## src/rtl/sample_mixer_pkg.sv

```systemverilog
// Shared types and sizing helpers for the sample_mixer voice engine.
package sample_mixer_pkg;

    localparam int VOL_W = 4;

    typedef enum logic [2:0] {
        S_IDLE,
        S_ADDR,
        S_WAIT,
        S_CAP,
        S_SAT
    } state_e;

    // Holds the sum of NUM_CH signed sample*volume products without overflow.
    function automatic int acc_width(input int data_w, input int num_ch);
        return data_w + VOL_W + $clog2(num_ch) + 1;
    endfunction

endpackage

```

## src/rtl/sample_channel.sv

```systemverilog
// One playback voice: request latching, address pointer, remaining count, play state.
module sample_channel #(
    parameter int ADDR_W = 14,
    parameter int LEN_W  = 14
) (
    input  logic              clk_sys,
    input  logic              reset_n,
    input  logic              tick,
    input  logic              cap_en,
    input  logic              trig,
    input  logic              stop,
    input  logic              loop,
    input  logic [ADDR_W-1:0] start_addr,
    input  logic [LEN_W-1:0]  length,
    output logic [ADDR_W-1:0] ptr,
    output logic              playing
);

    logic [ADDR_W-1:0] ptr_q, ptr_d;
    logic [LEN_W-1:0]  rem_q, rem_d;
    logic              playing_q, playing_d;
    logic              pend_trig_q, pend_trig_d;
    logic              pend_stop_q, pend_stop_d;
    logic              trig_eff, stop_eff;

    always_comb begin
        trig_eff    = pend_trig_q | trig;
        stop_eff    = pend_stop_q | stop;
        ptr_d       = ptr_q;
        rem_d       = rem_q;
        playing_d   = playing_q;
        pend_trig_d = trig_eff;
        pend_stop_d = stop_eff;

        if (cap_en && playing_q) begin
            ptr_d = ptr_q + ADDR_W'(1);
            rem_d = rem_q - LEN_W'(1);
            if (rem_q == LEN_W'(1)) begin
                // A zero length cannot be reloaded, so it ends the loop instead.
                if (loop && length != '0) begin
                    ptr_d = start_addr;
                    rem_d = length;
                end else begin
                    playing_d = 1'b0;
                end
            end
        end

        if (tick) begin
            pend_trig_d = 1'b0;
            pend_stop_d = 1'b0;
            if (stop_eff) begin
                playing_d = 1'b0;
            end else if (trig_eff && length != '0) begin
                ptr_d     = start_addr;
                rem_d     = length;
                playing_d = 1'b1;
            end
        end
    end

    always_ff @(posedge clk_sys or negedge reset_n) begin
        if (!reset_n) begin
            ptr_q       <= '0;
            rem_q       <= '0;
            playing_q   <= 1'b0;
            pend_trig_q <= 1'b0;
            pend_stop_q <= 1'b0;
        end else begin
            ptr_q       <= ptr_d;
            rem_q       <= rem_d;
            playing_q   <= playing_d;
            pend_trig_q <= pend_trig_d;
            pend_stop_q <= pend_stop_d;
        end
    end

    assign ptr     = ptr_q;
    assign playing = playing_q;

endmodule

```

## src/rtl/sample_mixer.sv

```systemverilog
// Multi-voice PCM playback: prescaler, time-multiplexed ROM scan, signed MAC and
// saturating mix to an offset-binary output.
module sample_mixer
    import sample_mixer_pkg::*;
#(
    parameter int NUM_CH   = 4,
    parameter int ADDR_W   = 14,
    parameter int DATA_W   = 8,
    parameter int LEN_W    = 14,
    parameter int PRESCALE = 2178,
    parameter int ROM_LAT  = 1,
    parameter int OUT_W    = 16
) (
    input  logic                     clk_sys,
    input  logic                     reset_n,
    input  logic [NUM_CH-1:0]        trig,
    input  logic [NUM_CH-1:0]        stop,
    input  logic [NUM_CH-1:0]        loop,
    input  logic [NUM_CH*ADDR_W-1:0] start_addr,
    input  logic [NUM_CH*LEN_W-1:0]  length,
    input  logic [NUM_CH*VOL_W-1:0]  vol,
    output logic [ADDR_W-1:0]        rom_a,
    input  logic [DATA_W-1:0]        rom_d,
    output logic [OUT_W-1:0]         audio_out,
    output logic                     sample_strobe,
    output logic [NUM_CH-1:0]        playing
);

    localparam int CH_W  = (NUM_CH > 1) ? $clog2(NUM_CH) : 1;
    localparam int CNT_W = $clog2(PRESCALE);
    localparam int LAT_W = (ROM_LAT > 1) ? $clog2(ROM_LAT) : 1;
    localparam int ACC_W = acc_width(DATA_W, NUM_CH);
    localparam int SHIFT = OUT_W - DATA_W - VOL_W;
    localparam int SAT_W = ACC_W + SHIFT;

    localparam logic [OUT_W-1:0]        MID     = {1'b1, {(OUT_W-1){1'b0}}};
    localparam logic signed [SAT_W-1:0] SAT_MAX = {{(SAT_W-OUT_W+1){1'b0}}, {(OUT_W-1){1'b1}}};
    localparam logic signed [SAT_W-1:0] SAT_MIN = ~SAT_MAX;

    if (NUM_CH < 1 || NUM_CH > 8 || ROM_LAT < 1 || SHIFT < 0 ||
        NUM_CH * (ROM_LAT + 2) + 2 > PRESCALE) begin : g_param_check
        $error("sample_mixer: scan does not fit in PRESCALE or parameters out of range");
    end

    state_e                   state_q, state_d;
    logic [CNT_W-1:0]         cnt_q, cnt_d;
    logic [CH_W-1:0]          ch_q, ch_d;
    logic [LAT_W-1:0]         lat_q, lat_d;
    logic signed [ACC_W-1:0]  acc_q, acc_d;
    logic [ADDR_W-1:0]        rom_a_q, rom_a_d;
    logic [OUT_W-1:0]         audio_q, audio_d;
    logic                     strobe_q, strobe_d;

    logic                            tick;
    logic [NUM_CH-1:0]               cap_en;
    logic [NUM_CH-1:0][ADDR_W-1:0]   ptr_w;
    logic [NUM_CH-1:0][VOL_W-1:0]    vol_a;
    logic signed [DATA_W:0]          diff;
    logic signed [DATA_W+VOL_W:0]    prod;
    logic signed [SAT_W-1:0]         sh;
    logic [OUT_W-1:0]                sat_v;

    assign tick  = (cnt_q == CNT_W'(PRESCALE - 1));
    assign cnt_d = tick ? '0 : cnt_q + CNT_W'(1);

    for (genvar c = 0; c < NUM_CH; c++) begin : g_ch
        assign vol_a[c]  = vol[c*VOL_W +: VOL_W];
        assign cap_en[c] = (state_q == S_CAP) && (ch_q == CH_W'(c));

        sample_channel #(
            .ADDR_W (ADDR_W),
            .LEN_W  (LEN_W)
        ) u_ch (
            .clk_sys    (clk_sys),
            .reset_n    (reset_n),
            .tick       (tick),
            .cap_en     (cap_en[c]),
            .trig       (trig[c]),
            .stop       (stop[c]),
            .loop       (loop[c]),
            .start_addr (start_addr[c*ADDR_W +: ADDR_W]),
            .length     (length[c*LEN_W +: LEN_W]),
            .ptr        (ptr_w[c]),
            .playing    (playing[c])
        );
    end

    // Offset-binary sample to signed, then scale by the 0..15 volume.
    always_comb begin
        diff = $signed({1'b0, rom_d}) - $signed({1'b0, MID[OUT_W-1 -: DATA_W]});
        prod = diff * $signed({1'b0, vol_a[ch_q]});
    end

    always_comb begin
        sh = SAT_W'(acc_q);
        sh = sh <<< SHIFT;
        if (sh > SAT_MAX)      sat_v = SAT_MAX[OUT_W-1:0];
        else if (sh < SAT_MIN) sat_v = SAT_MIN[OUT_W-1:0];
        else                   sat_v = sh[OUT_W-1:0];
    end

    always_comb begin
        state_d  = state_q;
        ch_d     = ch_q;
        lat_d    = lat_q;
        acc_d    = acc_q;
        rom_a_d  = rom_a_q;
        audio_d  = audio_q;
        strobe_d = 1'b0;

        case (state_q)
            S_IDLE: begin
                if (tick) begin
                    state_d = S_ADDR;
                    ch_d    = '0;
                    acc_d   = '0;
                end
            end
            S_ADDR: begin
                if (playing[ch_q]) rom_a_d = ptr_w[ch_q];
                lat_d   = '0;
                state_d = S_WAIT;
            end
            S_WAIT: begin
                if (lat_q == LAT_W'(ROM_LAT - 1)) state_d = S_CAP;
                else                              lat_d   = lat_q + LAT_W'(1);
            end
            S_CAP: begin
                // Idle voices still burn a slot so the output cadence is fixed.
                if (playing[ch_q]) acc_d = acc_q + ACC_W'(prod);
                if (ch_q == CH_W'(NUM_CH - 1)) begin
                    state_d = S_SAT;
                end else begin
                    ch_d    = ch_q + CH_W'(1);
                    state_d = S_ADDR;
                end
            end
            S_SAT: begin
                audio_d  = {~sat_v[OUT_W-1], sat_v[OUT_W-2:0]};
                strobe_d = 1'b1;
                state_d  = S_IDLE;
            end
            default: state_d = S_IDLE;
        endcase
    end

    always_ff @(posedge clk_sys or negedge reset_n) begin
        if (!reset_n) begin
            state_q  <= S_IDLE;
            cnt_q    <= '0;
            ch_q     <= '0;
            lat_q    <= '0;
            acc_q    <= '0;
            rom_a_q  <= '0;
            audio_q  <= MID;
            strobe_q <= 1'b0;
        end else begin
            state_q  <= state_d;
            cnt_q    <= cnt_d;
            ch_q     <= ch_d;
            lat_q    <= lat_d;
            acc_q    <= acc_d;
            rom_a_q  <= rom_a_d;
            audio_q  <= audio_d;
            strobe_q <= strobe_d;
        end
    end

    assign rom_a         = rom_a_q;
    assign audio_out     = audio_q;
    assign sample_strobe = strobe_q;

endmodule

```

## config.mk

```make
export PLATFORM = sky130hd
export DESIGN_NAME = sample_mixer
export DESIGN_NICKNAME = d
export VERILOG_FILES = /design/src/rtl/sample_mixer_pkg.sv /design/src/rtl/sample_channel.sv /design/src/rtl/sample_mixer.sv
export SDC_FILE = /design/constraint.sdc
export NUM_CORES = 1
export LEC_CHECK = 0
export ABC_AREA = 1
export CORE_MARGIN = 2
export CORE_UTILIZATION = 50
export DETAILED_ROUTE_END_ITERATION = 16
export HOLD_SLACK_MARGIN = 0.1
export PLACE_DENSITY = 0.76
export SLEW_MARGIN = 20
export SYNTH_ARGS = -nofsm -noshare
export SYNTH_HDL_FRONTEND = slang
export SYNTH_HIERARCHICAL = 1
export SYNTH_SLANG_ARGS = --single-unit
```

## constraint.sdc

```tcl
create_clock -name clk_sys -period 4.4 [get_ports clk_sys]
set_input_delay 0.88 -clock clk_sys [delete_from_list [all_inputs] [get_ports clk_sys]]
set_output_delay 0.88 -clock clk_sys [all_outputs]
set_load 0.02 [all_outputs]
```

==> reports/results.tsv, run 1 <==
stage	metric	value	unit
pwr	Pwr Total	5.024	mW
logic_synthesis	Synth Instances	2173	
detailed_routing	drt drc	0	
cts	CTS root buf	clkbuf_16	
cts	Skew-Pair Late Insertion Delay	450	ps
status	failing checks	setup timing	
global_routing	first-pass GRT wire length	69750	um
pwr	peak supply drop	0.2966	mV
global_routing	number of global-route vias before repair	14410	
placement	Inst Count DP	2751	
floorplanning	Rows	62	
sta	slew margin rel.	41.46	%
cts	TritonCTS buffer count	17	
critical_path	Worst EP required	4790	ps
logic_synthesis	post-synthesis area per instance	6.704	um2
sta	actual slew at the worst max-slew pin	872.7	ps
global_routing	GRT busiest layer	met2	
cts	cts hold-fix bufs	0	
logic_synthesis	Most used DFF post-synth	dfrtp_1	
sta	setup violators final	8	
placement	dpl ws	-980.6	ps
logic_synthesis	#FFs+latches synth	184	
logic_synthesis	ranking of synthesized cells by area	dfrtp_1 (31%), nand2_1 (16%), nor2_1 (7.7%), inv_1 (7.7%), ha_1 (4.8%)	
critical_path	Worst R2R Path Depth	27	
critical_path	crit path launch	rom_d[3]	
logic_synthesis	Async SR Flop Fraction	100.0	%
logic_synthesis	Synth area leader	dfrtp_1	
pwr	P per Cell Area	273.4	nW/um2
logic_synthesis	Synth top area share	31.44	%
logic_synthesis	Yosys warning total	6	
detailed_routing	vias per inst	5.294	
sta	worst clock skew	18.16	ps
critical_path	critical path's slowest cell	fa_1	
logic_synthesis	Post-Syn Area	14570	um2
detailed_routing	First-pass DRT Iterations	5	
placement	RD Place Congestion	0.9390	
global_routing	Tot GR Track Use	27.82	%
detailed_routing	routed via count	14830	
critical_path	CP max stage delay	530	ps
logic_synthesis	sequential fraction of the synthesis area	31.62	%
cts	TritonCTS clock tree	done	
sta	pins over their slew limit	0	
critical_path	Arrival @ worst endpoint	5110	ps
sta	Achievable Freq	211.9	MHz
cts	CTS clk-pin slew, worst paths	90	ps
critical_path	element type at the critical path end	flop	
cts	clock sinks	184	
floorplanning	die height	174.7	um
detailed_routing	DR WL/cell	15.40	um
cts	Clock Path Buffers	2	
floorplanning	core box area	28700	um2
floorplanning	Die Wd	174.7	um
floorplanning	die area	30520	um2
global_routing	M1 GR Usage	36.75	%
placement	post-placement cell area	17220	um2
flow_run	max-cap viol count	0	
pwr	Leak Pwr	9.247	nW
detailed_routing	DRT antenna net count	0	
placement	port buffer count	184	
global_routing	grt met2 use	47.32	%
sta	Hold Vio Cnt, Final	0	
sta	RSZ-0062 raised after global routing	yes	
layout	n_diodes	0	
global_routing	largest net degree at the start of global routing	92	
floorplanning	Initial Util	50.75	%
layout	Design Area, Final	18370	um2
logic_synthesis	Post-synth EDFFs	0	
global_routing	initial antenna violation count	0	
critical_path	crit path kind	in -> reg	
critical_path	crit-path max FO	4	
layout	register area	4606	um2
layout	# fillers	2554	
critical_path	Worst Setup Start Kind	input port	
sta	period utilization	107.2	%
layout	Post-Layout Cell Count	2801	
sta	final worst slack	-318.7	ps
global_routing	total gr overflow	0	
critical_path	Reg2Reg Setup Slack	-300	ps
cts	H-tree levels	4	
logic_synthesis	Syn Nets	2397	
status	status	finished, violations left	
logic_synthesis	most numerous cell in the Yosys netlist	nand2_1	
hold_path	Hold Crit Class	in -> async	
critical_path	RR Startpoint	ch_q[0]$_DFFE_PN0P_	
layout	Util after Layout	64.01	%
logic_synthesis	synth unique cells	48	
critical_path	Critical R2R Capture	acc_q[14]$_DFFE_PN0P_	
detailed_routing	final wirelength	43140	um
detailed_routing	First DRT Iteration DRCs	1047	
sta	Final min period	4719	ps
layout	# nets final	2628	
layout	Multi-input gate area	8995	um2
layout	P&R area growth vs syn	26.13	%
placement	post-detail-place hpwl	30950	um
logic_synthesis	commonest cells in the netlist	nand2_1 (637), nor2_1 (300), inv_1 (298), dfrtp_1 (183), nand3_1 (120)	
layout	layout cell share with drive strength beyond 1	14.32	%
floorplanning	Top-Level Pins	185	
global_routing	M3 GR Usage	3.721	%
[cell type report]
type	count	area share (%)
Clock buffer	17	2.315
Sequential cell	184	25.07
Clock inverter	15	0.8716
Multi-Input combinational cell	1607	48.95
Tap cell	384	2.615
Timing Repair Buffer	268	13.51
Inverter	326	6.667
[what timing repair did]
| item | 4_1_cts | 5_1_grt |
|---|---|---|
| pin swaps | 64 | 77 |
| setup endpoints to repair | 10 | 10 |
| setup buffers | 13 | 7 |
| gates resized for setup | 76 | 71 |
[power breakdown]
part           internal [mW]  total [mW]         switching (mW)  leakage, nW
clock network          0.761        1.56                  0.801        0.285
logic                  0.875        1.77                  0.897         6.80
registers               1.69        1.69  0.0000000000000000391         2.16
[layer usage]
layer	wire length (um)	part of all wire, %	vias to the layer above
li1	-	-	7285
met1	18610	43	6974
met2	20910	48	487
met3	2480	5.7	82
met4	1139	2.6	0
met5	0	0	-
[metrics by stage]
step / TNS [ps] / hold slack (ps)
floorplan: -441.4 / 447.4
global placement: -7246 / 464.2
detailed placement: -8236 / 472.0
CTS: -1034 / 407.9
global route: -3131 / 429.7
finish: -1429 / 378.8
[worst max-delay path by stage]
stage,to,cells past startpoint
floorplan,acc_q[14]$_DFFE_PN0P_,26
global placement,acc_q[14]$_DFFE_PN0P_,25
detailed placement,acc_q[14]$_DFFE_PN0P_,24
CTS,acc_q[14]$_DFFE_PN0P_,29
global route,acc_q[14]$_DFFE_PN0P_,28
finish,acc_q[14]$_DFFE_PN0P_,25
[cells by family after synthesis]
family,count (synthesis),share of synthesized area (%)
AO/OA/AOI/OAI,255,9.473
XOR/XNOR,59,3.547
adder cells (fa/ha/maj),74,7.283
buffers and inverters,382,10.95
flip-flops,184,31.62
multiplexers,14,1.340
AND/OR/NAND/NOR,1205,35.79
[flip-flops by register name (all words and copies together), names as in the netlist]
name / cells
state_q: 3
cnt_q: 12
g_ch.u_ch/pend_stop_q: 4
g_ch.u_ch/ptr: 56
g_ch.u_ch/rem_q: 56
acc_q: 15
sample_strobe: 1
g_ch.u_ch/pend_trig_q: 4
audio_out: 13
g_ch.u_ch/playing: 4
ch_q: 2
rom_a: 14
[cells in the final DEF, fill, tap and decap left out, drive strengths merged, types with 54 or more instances in the layout]
| master | Yosys | routed |
|---|---|---|
| ha | 56 | 56 |
| xor2 | 54 | 54 |
| nor2 | 316 | 316 |
| clkdlybuf4s50 | 0 | 171 |
| nand2 | 663 | 663 |
| nand3 | 135 | 135 |
| inv | 321 | 328 |
| o21ai | 121 | 121 |
| nand4 | 57 | 57 |
| dfrtp | 183 | 183 |
| a21oi | 102 | 102 |
| buf | 38 | 89 |
[worst max-delay path, delay by kind of cell]
kind / cells / cell delay, ps
xor gates and xnor gates: 1 / 160
adders and majority gates: 5 / 1780
and+or+nand+nor: 7 / 650
buffers and inverters: 6 / 820
AOI/OAI and AO/OA: 6 / 810
Power figures use the tool's default switching activity.
==> run 2, diff against run 1 <==
--- a/config.mk
+++ b/config.mk
@@ -11,7 +11,7 @@
 export DETAILED_ROUTE_END_ITERATION = 16
 export HOLD_SLACK_MARGIN = 0.1
 export PLACE_DENSITY = 0.76
-export SLEW_MARGIN = 20
+export SLEW_MARGIN = 0
 export SYNTH_ARGS = -nofsm -noshare
 export SYNTH_HDL_FRONTEND = slang
 export SYNTH_HIERARCHICAL = 1
==> reports/results.tsv, run 2 (synthesis results as in run 1) <==
stage	metric	value	unit
floorplanning	core box area	28700	um2
detailed_routing	DRT antenna net count	0	
critical_path	crit path kind	in -> reg	
global_routing	number of global-route vias before repair	14410	
critical_path	element type at the critical path end	flop	
placement	port buffer count	184	
detailed_routing	drt drc	0	
global_routing	Tot GR Track Use	27.82	%
pwr	Internal Power	3.325	mW
floorplanning	die height	174.7	um
placement	Inst Count DP	2751	
layout	Util after Layout	63.99	%
layout	# nets final	2628	
critical_path	crit-path max FO	4	
cts	Skew-Pair Late Insertion Delay	450	ps
status	failing checks	setup timing	
layout	Post-Layout Cell Count	2801	
sta	final worst slack	-321.2	ps
cts	CTS root buf	clkbuf_16	
critical_path	critical path's slowest cell	fa_1	
detailed_routing	final wirelength	43100	um
critical_path	Arrival @ worst endpoint	5110	ps
placement	post-detail-place hpwl	30950	um
pwr	switching share of power	33.80	%
hold_path	Hold Crit Class	in -> async	
sta	setup violators final	8	
cts	Clock Path Buffers	2	
critical_path	CP max stage delay	530	ps
global_routing	total gr overflow	0	
pwr	Comb pwr share	35.3	%
critical_path	Worst Setup Start Kind	input port	
placement	post-placement cell area	17220	um2
critical_path	Top Family by Delay on Critical Path	adder cells	
detailed_routing	vias per inst	5.297	
pwr	P per Cell Area	273.5	nW/um2
detailed_routing	First DRT Iteration DRCs	1019	
sta	pins over their slew limit	0	
sta	Hold Vio Cnt, Final	0	
pwr	Pwr Total	5.023	mW
floorplanning	Top-Level Pins	185	
floorplanning	Rows	62	
layout	Design Area, Final	18370	um2
detailed_routing	routed via count	14840	
cts	cts hold-fix bufs	0	
global_routing	largest net degree at the start of global routing	92	
sta	actual slew at the worst max-slew pin	1151	ps
critical_path	Worst EP required	4790	ps
floorplanning	Die Wd	174.7	um
layout	n_diodes	0	
detailed_routing	First-pass DRT Iterations	5	
layout	layout cell share with drive strength beyond 1	14.27	%
pwr	Clock Power Share	31.1	%
placement	dpl ws	-980.6	ps
cts	TritonCTS clock tree	done	
critical_path	Critical path buffers and inverters	6	
floorplanning	die area	30520	um2
global_routing	initial antenna violation count	0	
detailed_routing	DR WL/cell	15.39	um
status	status	finished, violations left	
pwr	power share of the sequential group	33.6	%
cts	CTS clk-pin slew, worst paths	90	ps
cts	TritonCTS buffer count	17	
cts	clock sinks	184	
sta	RSZ-0062 raised after global routing	yes	
sta	Achievable Freq	211.8	MHz
flow_run	max-cap viol count	0	
pwr	switching pwr	1.698	mW
layout	leading cell type in the layout, fill and taps excluded	nand2_1	
sta	slew margin rel.	22.90	%
sta	worst clock skew	16.86	ps
critical_path	Reg2Reg Setup Slack	-300	ps
sta	Final min period	4721	ps
layout	most frequent cells in the layout	nand2_1 (616), inv_1 (281), nor2_1 (279)	
cts	H-tree levels	4	
global_routing	first-pass GRT wire length	69750	um
placement	RD Place Congestion	0.9390	
pwr	peak supply drop	0.2955	mV
sta	period utilization	107.3	%
pwr	Leak Pwr	9.247	nW
floorplanning	Initial Util	50.75	%
layout	P&R area growth vs syn	26.08	%
## run 2: cell count changes in the layout (fill, tap and decap cells not counted)
cell / previous run / this run
o21ai_1: 11 / 10
a31oi_1: 1 / 2
a31oi_2: 1 / 0
o21ai_0: 102 / 103
## run 2: timing repair
item | 4_1_cts | 5_1_grt
hold endpoints to repair | 0 | 0
gates resized for setup | 76 | 71
pin swaps | 64 | 77
buffers inserted | 13 | 7
setup endpoints to repair | 10 | 10
## run 2: area by class of cell
class / instances / area (um2)
fill: 2555 / 10330
tap: 384 / 480.5
multi-input combinational: 1607 / 8989
clock buffer: 17 / 425.4
inverter: 326 / 1225
sequential: 184 / 4606
clock inverter: 15 / 160.2
timing repair buffer: 268 / 2482
## run 2: per-layer routing
| metal | GRT usage (%) | up-vias | share of wire, % |
|---|---|---|---|
| li1 | - | 7284 | - |
| met1 | 36.75 | 6981 | 43 |
| met2 | 47.32 | 487 | 48 |
| met3 | 3.721 | 85 | 5.4 |
| met4 | 8.958 | 0 | 2.6 |
| met5 | 0 | - | 0 |
## run 2: stage by stage
stage	TNS (ps)	hold slack (ps)
after floorplan	-441.4	447.4
after CTS	-1034	407.9
after global placement	-7246	464.2
after detailed placement	-8236	472.0
after global routing	-3131	429.7
final	-1456	377.2
## run 2: worst register-to-register path, cell delays in order, from the launching register on
cell and delay (ps):
dfrtp_1 430, inv_2 120, nand2_2 70, a32o_2 310
buf_6 140, nor2_4 100, ha_4 210, fa_1 520
inv_2 50, fa_1 530, inv_2 60, ha_4 280
a21oi_4 160, o21ai_2 90, a21oi_2 140, nor2_1 50
nor2_1 120, xor2_1 160, inv_1 80, ha_4 240
a21oi_2 160, o21ai_1 90, a21o_1 170, nor2_2 120
inv_1 60, nand3_2 50, nand3_1 70, nand2_1 80
## run 2: worst paths after layout
kind,from,endpoint,cells past startpoint
max,rom_d[3],acc_q[14]$_DFFE_PN0P_,25
min,reset_n,g_ch[3].u_ch/rem_q[4]$_DFF_PN0_,1
max reg2reg,ch_q[0]$_DFFE_PN0P_,acc_q[14]$_DFFE_PN0P_,27
min reg2reg,audio_out[14]$_DFFE_PN0P_,audio_out[14]$_DFFE_PN0P_,2
max in group asynchronous,reset_n,g_ch[2].u_ch/ptr[3]$_DFF_PN0_,2
min in group clk_sys,audio_out[14]$_DFFE_PN0P_,audio_out[14]$_DFFE_PN0P_,2
## run 2: power groups by stage
stage	clock network [mW]	logic, mW	registers [mW]
after floorplan	0	0.757	1.72
after global placement	0	1.28	1.72
after detailed placement	0	1.30	1.72
after CTS	1.58	1.51	1.69
after global routing	1.65	1.91	1.69
final	1.56	1.77	1.69
==> run 3, diff against run 2 <==
--- a/config.mk
+++ b/config.mk
@@ -6,7 +6,7 @@
 export NUM_CORES = 1
 export LEC_CHECK = 0
 export ABC_AREA = 1
-export CORE_MARGIN = 2
+export CORE_MARGIN = 5
 export CORE_UTILIZATION = 50
 export DETAILED_ROUTE_END_ITERATION = 16
 export HOLD_SLACK_MARGIN = 0.1
==> reports/results.tsv, run 3 (synthesis results as in run 1) <==
stage	metric	value	unit
status	status	finished, violations left	
status	failing checks	setup timing	
global_routing	first-pass GRT wire length	70480	um
sta	setup violators final	9	
floorplanning	core box area	28700	um2
detailed_routing	First DRT Iteration DRCs	1074	
global_routing	number of global-route vias before repair	14450	
sta	Final min period	4880	ps
sta	final worst slack	-480.3	ps
detailed_routing	drt drc	0	
sta	Achievable Freq	204.9	MHz
cts	Skew-Pair Late Insertion Delay	450	ps
floorplanning	Die Wd	180.7	um
pwr	Comb pwr share	37.4	%
pwr	Clock Power Share	30.1	%
layout	P&R area growth vs syn	26.98	%
flow_run	max-cap viol count	0	
detailed_routing	vias per inst	5.312	
global_routing	largest net degree at the start of global routing	85	
pwr	P per Cell Area	280.4	nW/um2
pwr	peak supply drop	0.2391	mV
cts	clock sinks	184	
sta	RSZ-0062 raised after global routing	yes	
cts	TritonCTS clock tree	done	
cts	CTS clk-pin slew, worst paths	90	ps
sta	worst clock skew	17.58	ps
pwr	switching pwr	1.791	mW
pwr	Leak Pwr	9.313	nW
floorplanning	die height	180.7	um
placement	RD Place Congestion	0.9192	
critical_path	Worst Setup Start Kind	input port	
floorplanning	die area	32650	um2
pwr	Internal Power	3.397	mW
critical_path	Arrival @ worst endpoint	5260	ps
placement	post-detail-place hpwl	31820	um
detailed_routing	DR WL/cell	15.65	um
cts	Clock Path Buffers	2	
critical_path	crit-path max FO	4	
sta	Hold Vio Cnt, Final	0	
layout	# nets final	2637	
global_routing	total gr overflow	0	
hold_path	Hold Crit Class	in -> async	
sta	pins over their slew limit	0	
global_routing	initial antenna violation count	0	
cts	TritonCTS buffer count	17	
pwr	switching share of power	34.52	%
sta	actual slew at the worst max-slew pin	1212	ps
floorplanning	Rows	62	
layout	n_diodes	0	
detailed_routing	routed via count	14930	
floorplanning	Initial Util	50.75	%
floorplanning	Top-Level Pins	185	
critical_path	Worst EP required	4780	ps
sta	period utilization	110.9	%
sta	Hold WS	481.2	ps
layout	most frequent cells in the layout	nand2_1 (617), inv_1 (280), nor2_1 (276)	
pwr	power share of the sequential group	32.6	%
sta	slew margin rel.	18.80	%
layout	leading cell type in the layout, fill and taps excluded	nand2_1	
global_routing	Tot GR Track Use	25.71	%
cts	H-tree levels	4	
detailed_routing	DRT antenna net count	0	
layout	Util after Layout	64.45	%
detailed_routing	First-pass DRT Iterations	7	
detailed_routing	final wirelength	43990	um
critical_path	element type at the critical path end	flop	
placement	port buffer count	184	
layout	layout cell share with drive strength beyond 1	14.88	%
cts	CTS root buf	clkbuf_16	
critical_path	crit path kind	in -> reg	
[run 3: path summary, 6_finish.rpt]
check / start / endpoint / slack, ps / depth (start not counted)
worst max-delay path: rom_d[3] / acc_q[14]$_DFFE_PN0P_ / -480 / 25
worst min-delay path: reset_n / g_ch[3].u_ch/rem_q[3]$_DFF_PN0_ / 480 / 1
worst max register to register: ch_q[0]$_DFFE_PN0P_ / acc_q[14]$_DFFE_PN0P_ / -440 / 28
worst min register to register: g_ch[2].u_ch/pend_trig_q$_DFF_PN0_ / g_ch[2].u_ch/pend_trig_q$_DFF_PN0_ / 480 / 2
max in group asynchronous: reset_n / rom_a[11]$_DFFE_PN0P_ / 2890 / 2
min in group clk_sys: g_ch[2].u_ch/pend_trig_q$_DFF_PN0_ / g_ch[2].u_ch/pend_trig_q$_DFF_PN0_ / 480 / 2
[run 3: repair_timing]
action	in CTS	in global routing
pin swaps	59	61
setup endpoints to repair	10	11
gates resized for setup	83	79
hold buffers	0	0
setup buffers	14	8
[run 3: worst max-delay path, stage by stage]
cell,delay (ps)
clkdlybuf4s50_1,530
inv_2,80
nor2_2,130
ha_2,280
fa_1,470
inv_1,50
fa_1,480
inv_1,60
ha_4,250
a21oi_4,150
o21ai_2,90
a21oi_2,160
nor2_2,60
nor2_2,120
xor2_1,200
inv_1,100
ha_4,290
a21oi_4,180
o21ai_2,80
a21o_1,180
nor2_2,140
inv_1,50
nand3_1,70
nand3_1,70
nand2_1,90
[run 3: stage by stage]
stage	worst slack (ps)	cells	power [mW]	setup TNS, ps	cell area [um2]
2_1_floorplan	-194.9	2173	2.481	-441.4	14750
4_1_cts	-200.7	2802	4.798	-933.9	18100
5_1_grt	-608.3	2810	5.405	-3993	18500
3_3_place_gp	-923.0	2756	3.026	-7586	17250
6_report	-480.3	2810	5.188	-2529	18500
3_5_place_dp	-1061	2756	3.056	-8597	17250
[run 3: routing by layer]
layer  share of wire [%]  global-route usage, %  vias up
met5                   0                      0        -
met4                 2.3                  6.685        0
met3                 5.8                  3.358       84
met2                  49                  44.32      560
met1                  43                  34.30     6968
li1                    -                      -     7316
[run 3: final cells by class]
cell class / instances / area, um2
Inverter: 326 / 1227
Clock inverter: 15 / 161.4
Clock buffer: 17 / 425.4
Multi-Input combinational cell: 1607 / 9041
Fill cell: 2519 / 10200
Tap cell: 384 / 480.5
Timing Repair Buffer: 277 / 2556
Sequential cell: 184 / 4606
[run 3: power by group through the flow]
stage	Sequential, mW	Combinational, mW	Clock (mW)
after floorplan	1.72	0.757	0
after global placement	1.72	1.30	0
after detailed placement	1.72	1.33	0
after CTS	1.69	1.53	1.58
after global routing	1.69	2.08	1.64
final	1.69	1.94	1.56
